===== config.mk =====
export PLATFORM = sky130hd
export DESIGN_NAME = mux_rr_arbiter
export DESIGN_NICKNAME = d
export VERILOG_FILES = /design/src/rtl/mux_rr_arbiter_pkg.sv /design/src/rtl/mux_rr_arbiter_mux4_lane.sv /design/src/rtl/mux_rr_arbiter.sv
export SDC_FILE = /design/constraint.sdc
export NUM_CORES = 1
export LEC_CHECK = 0
export BUFFER_PORTS_ARGS = -buffer_cell sky130_fd_sc_hd__buf_4
export CORE_UTILIZATION = 35
export CTS_BUF_LIST = sky130_fd_sc_hd__clkbuf_8
export CTS_CLUSTER_SIZE = 12
export DETAILED_ROUTE_END_ITERATION = 8
export MAX_ROUTING_LAYER = met4
export RECOVER_POWER = 100
export SETUP_SLACK_MARGIN = 0.05
export SYNTH_ARGS = -nofsm -noshare
export SYNTH_HDL_FRONTEND = slang
export SYNTH_SLANG_ARGS = --single-unit
export TNS_END_PERCENT = 1

===== constraint.sdc =====
create_clock -name clk -period 3.95 [get_ports clk]
set_clock_uncertainty 0.1 [all_clocks]
set_input_delay 0.79 -clock clk [delete_from_list [all_inputs] [get_ports clk]]
set_output_delay 0.79 -clock clk [all_outputs]
set_load 0.05 [all_outputs]

===== src/rtl/mux_rr_arbiter_pkg.sv =====
// Shared types and helpers for the round-robin mux arbiter.
package mux_rr_arbiter_pkg;

  localparam int unsigned N_REQ = 4;
  localparam int unsigned SEL_W = 2;

  typedef enum logic {
    ST_IDLE  = 1'b0,
    ST_GRANT = 1'b1
  } arb_state_e;

  typedef struct packed {
    logic             found;
    logic [SEL_W-1:0] idx;
  } pick_t;

  // Round-robin search: first requester at or after ptr, wrapping mod N_REQ.
  function automatic pick_t rr_pick(input logic [N_REQ-1:0] req, input logic [SEL_W-1:0] ptr);
    pick_t            p;
    logic [SEL_W-1:0] k;
    p = '0;
    // Scan farthest-first so the nearest requester overwrites and wins.
    for (int i = N_REQ - 1; i >= 0; i--) begin
      k = ptr + SEL_W'(i);
      if (req[k]) begin
        p.found = 1'b1;
        p.idx   = k;
      end
    end
    return p;
  endfunction

endpackage


===== src/rtl/mux_rr_arbiter_mux4_lane.sv =====
// DATA_W-wide 4:1 mux selecting one requester lane.
module mux_rr_arbiter_mux4_lane
  import mux_rr_arbiter_pkg::*;
#(
  parameter int unsigned DATA_W = 1
) (
  input  logic [N_REQ*DATA_W-1:0] din,
  input  logic [SEL_W-1:0]        sel,
  output logic [DATA_W-1:0]       dout
);

  // Pure combinational lane select.
  always_comb begin
    dout = '0;
    unique case (sel)
      2'd0: dout = din[0*DATA_W +: DATA_W];
      2'd1: dout = din[1*DATA_W +: DATA_W];
      2'd2: dout = din[2*DATA_W +: DATA_W];
      2'd3: dout = din[3*DATA_W +: DATA_W];
      default: dout = '0;
    endcase
  end

endmodule


===== src/rtl/mux_rr_arbiter.sv =====
// Round-robin arbiter owning the select of a shared 4:1 mux datapath.
// Grants one requester at a time for at most MAX_HOLD consecutive cycles.
module mux_rr_arbiter
  import mux_rr_arbiter_pkg::*;
#(
  parameter int unsigned DATA_W   = 1,
  parameter int unsigned MAX_HOLD = 8
) (
  input  logic                    clk,
  input  logic                    rst_n,
  input  logic [N_REQ-1:0]        req,
  input  logic [N_REQ*DATA_W-1:0] din,
  output logic [N_REQ-1:0]        grant,
  output logic [SEL_W-1:0]        sel,
  output logic [DATA_W-1:0]       dout,
  output logic                    dout_valid,
  output logic                    busy
);

  localparam int unsigned HOLD_W = (MAX_HOLD > 1) ? $clog2(MAX_HOLD) : 1;
  localparam logic [HOLD_W-1:0] HOLD_LAST = HOLD_W'(MAX_HOLD - 1);

  arb_state_e        state_q, state_d;
  logic [SEL_W-1:0]  ptr_q, ptr_d;
  logic [HOLD_W-1:0] hold_q, hold_d;
  logic [N_REQ-1:0]  grant_q, grant_d;
  logic [SEL_W-1:0]  sel_q, sel_d;
  logic [DATA_W-1:0] lane_out;

  pick_t pick_idle;
  pick_t pick_rel;
  logic  release_now;

  // State register; outputs clear the moment reset asserts.
  always_ff @(posedge clk or negedge rst_n) begin
    if (!rst_n) begin
      state_q <= ST_IDLE;
      ptr_q   <= '0;
      hold_q  <= '0;
      grant_q <= '0;
      sel_q   <= '0;
    end else begin
      state_q <= state_d;
      ptr_q   <= ptr_d;
      hold_q  <= hold_d;
      grant_q <= grant_d;
      sel_q   <= sel_d;
    end
  end

  // Next-state: arbitrate from idle, or hold / hand over on release.
  always_comb begin
    state_d     = state_q;
    ptr_d       = ptr_q;
    hold_d      = hold_q;
    grant_d     = grant_q;
    sel_d       = sel_q;
    pick_idle   = rr_pick(req, ptr_q);
    // On release the holder moves to lowest priority before re-searching.
    pick_rel    = rr_pick(req, sel_q + SEL_W'(1));
    release_now = !req[sel_q] || (hold_q == HOLD_LAST);

    unique case (state_q)
      ST_IDLE: begin
        if (pick_idle.found) begin
          grant_d = N_REQ'(1) << pick_idle.idx;
          sel_d   = pick_idle.idx;
          hold_d  = '0;
          state_d = ST_GRANT;
        end
      end
      ST_GRANT: begin
        if (!release_now) begin
          hold_d = hold_q + HOLD_W'(1);
        end else begin
          ptr_d  = sel_q + SEL_W'(1);
          hold_d = '0;
          if (pick_rel.found) begin
            grant_d = N_REQ'(1) << pick_rel.idx;
            sel_d   = pick_rel.idx;
          end else begin
            grant_d = '0;
            state_d = ST_IDLE;
          end
        end
      end
      default: state_d = ST_IDLE;
    endcase
  end

  mux_rr_arbiter_mux4_lane #(
    .DATA_W(DATA_W)
  ) u_mux (
    .din (din),
    .sel (sel_q),
    .dout(lane_out)
  );

  // Outputs: registered grant/select, data gated by valid.
  always_comb begin
    grant      = grant_q;
    sel        = sel_q;
    dout_valid = |grant_q;
    busy       = (state_q == ST_GRANT);
    dout       = dout_valid ? lane_out : '0;
  end

endmodule


==> impl_metrics.env <==
export IMPL_crit_arrival_ps=1990
export IMPL_ant_nets=0
export IMPL_grt_pass1_wl_microns=3290
export IMPL_clk_pin_slew_ps=60
export IMPL_ir_drop_v=0.000392
export IMPL_syn_num_nets=114
export IMPL_ys_types=37
export IMPL_numClockSinks=12
export IMPL_wl_per_cell_microns=13.8
export IMPL_final_hold_viol_count=0
export IMPL_critPathMaxFanout=11
export IMPL_postCtsSetupBuffers=0
export IMPL_synth_area_sq_um=885
export IMPL_layout_nets=133
export IMPL_io_buffers=18
export IMPL_antenna_cells=0
export IMPL_p_leak_nw=0.447
export IMPL_slew_viol_final=0
export IMPL_ios=19
export IMPL_synthTopCellsByCount="12 x dfrtp_1, 12 x nand2_1, 7 x o21ai_0"
export IMPL_cts_buffer_depth=2
export IMPL_worstPathCellList="inv_1 > ha_1 > a222oi_1 > o21ai_0 > and2_1 > clkbuf_1"
export IMPL_vias=796
export IMPL_routed_wirelength_microns=1990
export IMPL_tightest_slew_ps=977
export IMPL_num_rows=17
export IMPL_via_per_inst=5.53
export IMPL_synth_seq_cells=12
export IMPL_rr_worst_depth=7
export IMPL_area_delta_synth_final_pct=13.6
export IMPL_place_area_sq_mm=0.00102
export IMPL_cp_start_kind="flop"
export IMPL_comb_power_share=0.573
export IMPL_cpMaxStageDelayCell="dfrtp_1"
export IMPL_die_area_sq_mm=0.00273
export IMPL_cts_root_buf="clkbuf_8"
export IMPL_status="completed"
export IMPL_cts_hold_buf=0
export IMPL_power_per_cell_area_mw_per_mm2=863
export IMPL_cts_repair_resized=0
export IMPL_syn_inst=98
export IMPL_cap_violations=0
export IMPL_gr_total_overflow=0
export IMPL_final_util=0.437
export IMPL_crit_path_end_kind="output port"
export IMPL_antenna_found_initial=0
export IMPL_cts_tree="yes"
export IMPL_p_int_mw=0.432
export IMPL_fin_area_sq_mm=0.00100
export IMPL_seq_area_frac_synth=0.339
export IMPL_required_ps=3060
export IMPL_die_h_microns=52.3
export IMPL_p_sw_frac=0.501
export IMPL_clock_fmax_mhz=347
export IMPL_rsz0062_at_grt="no"
export IMPL_p_switching_mw=0.435
export IMPL_ys_warn_count=0
export IMPL_reg2reg_from="sel[0]"
export IMPL_ys_flop_type="dfrtp_1"
export IMPL_synth_top_cells_by_area="dfrtp_1 34%, ha_1 8.5%, nand2_1 5.1%"
export IMPL_synth_top_cell_area_share=0.339
export IMPL_drtIter0Drc=22
export IMPL_grt_max_degree=19
export IMPL_p_clk_frac=0.155
export IMPL_fill_cells=247
export IMPL_dr_pass1_iters=4
export IMPL_insertion_delay_ps=240
export IMPL_htreeDepth=1
export IMPL_rr_endpoint="grant[2]"
export IMPL_die_w_microns=52.3
export IMPL_grt_pass1_vias=712
export IMPL_hp_start="grant[3]"
export IMPL_drcViolationCount=0
export IMPL_cts_made_buffers=3
export IMPL_floorplan_initialDensity=0.385
export IMPL_gp_congestion=0.822
export IMPL_min_path_type="reg -> reg"
export IMPL_ys_async_sr_fraction=1.00
export IMPL_globalRouteTotalUtil=0.172
export IMPL_slew_headroom=0.343
export IMPL_drive_above_1_share=0.103
export IMPL_period_needed_ps=2880
export IMPL_post_route_period_util=0.730
export IMPL_ff2ff_setup_slack_ps=1650
export IMPL_avgSynthCellArea_sq_um=9.03
export IMPL_setup_tns_ps=0
export IMPL_power_frac_seq=0.272
export IMPL_min_to="grant[3]"
export IMPL_synth_top_area_cell="dfrtp_1"
export IMPL_whs_path_depth=2
export IMPL_setup_viol=0
export IMPL_core_sq_mm=0.00230
export IMPL_slowest_delay_ps=570
export IMPL_post_dp_hpwl_microns=1490
export IMPL_setup_worst_path_class="reg -> out"
export IMPL_synth_edff_count=0
-- final cells by class --
| cell class | count | area [sq um] | area share |
|---|---|---|---|
| Inverter | 5 | 18.8 | 0.0187 |
| Multi-Input combinational cell | 77 | 502 | 0.499 |
| Sequential cell | 12 | 300 | 0.299 |
| Timing Repair Buffer | 18 | 93.8 | 0.0934 |
| Tap cell | 28 | 35.0 | 0.0349 |
| Clock buffer | 4 | 55.1 | 0.0548 |
-- through the flow --
| stage | setup slack, ps | hold slack, ps | total power, mW | cells |
|---|---|---|---|---|
| after floorplan | 1250 | 359 | 0.660 | 98 |
| after global placement | 1450 | 390 | 0.786 | 140 |
| after detailed placement | 1400 | 404 | 0.799 | 140 |
| after CTS | 1160 | 282 | 0.935 | 144 |
| after global routing | 931 | 445 | 0.934 | 144 |
| final | 1070 | 403 | 0.867 | 144 |
-- worst max-delay path by stage --
stage	startpoint	endpoint	slack, ps	depth (start not counted)
after detailed placement	din[3]	dout	1400	5
after global placement	din[3]	dout	1450	5
after floorplan	grant[1]	dout	1250	2
after global routing	sel[0]	dout	930	6
final	sel[0]	dout	1070	6
after CTS	sel[0]	dout	1160	6
-- critical path: cells and delay by family, from the launching register on --
| kind | cells | cell delay, ps |
|---|---|---|
| DFF | 1 | 570 |
| AOI/OAI and AO/OA | 2 | 400 |
| buffers and inverters | 2 | 400 |
| adders and majority gates | 1 | 220 |
| and+or+nand+nor | 1 | 150 |
-- power groups by stage --
stage	Sequential (mW)	Combinational, mW	Clock, mW
2_1_floorplan	0.318	0.342	0
3_3_place_gp	0.235	0.551	0
3_5_place_dp	0.240	0.559	0
4_1_cts	0.238	0.562	0.136
5_1_grt	0.245	0.549	0.141
6_report	0.236	0.497	0.134
-- kinds of logic (layout without fill, tap and decap cells) --
group / after synthesis / in the layout / share of synthesized area
flip-flops: 12 / 12 / 0.339
adder cells (fa/ha/maj): 6 / 6 / 0.0849
AND/OR/NAND/NOR: 40 / 40 / 0.252
buffers and inverters: 9 / 27 / 0.0566
multiplexers: 3 / 3 / 0.0537
AO/OA/AOI/OAI: 28 / 28 / 0.214
-- layout by cell type, fill, tap and decap left out, types with 2 or more instances in the layout --
cell type / n
nand2_1: 13
dfrtp_1: 12
clkbuf_1: 11
o21ai_0: 9
buf_4: 7
a21oi_1: 6
ha_1: 6
inv_1: 5
nand2b_1: 5
nor2_1: 5
clkbuf_8: 4
o22ai_1: 3
nand3_1: 3
nor3b_1: 3
nor4_1: 2
nor2b_1: 2
and3_1: 2
o31a_1: 2
-- state kept, by name, summed over array words and instances, names as in the netlist --
name and cells:
busy 1, grant 4, hold_q 3, ptr_q 2, sel 2
-- metal layers --
layer  track usage  up-vias  wire, microns
met3        0.0522        4             94
met1         0.213      372            930
li1              -      392              -
met4        0.0395        0             14
met5             -        -              0
met2         0.276       28            952
No activity file was read; power rests on OpenSTA's default activity.
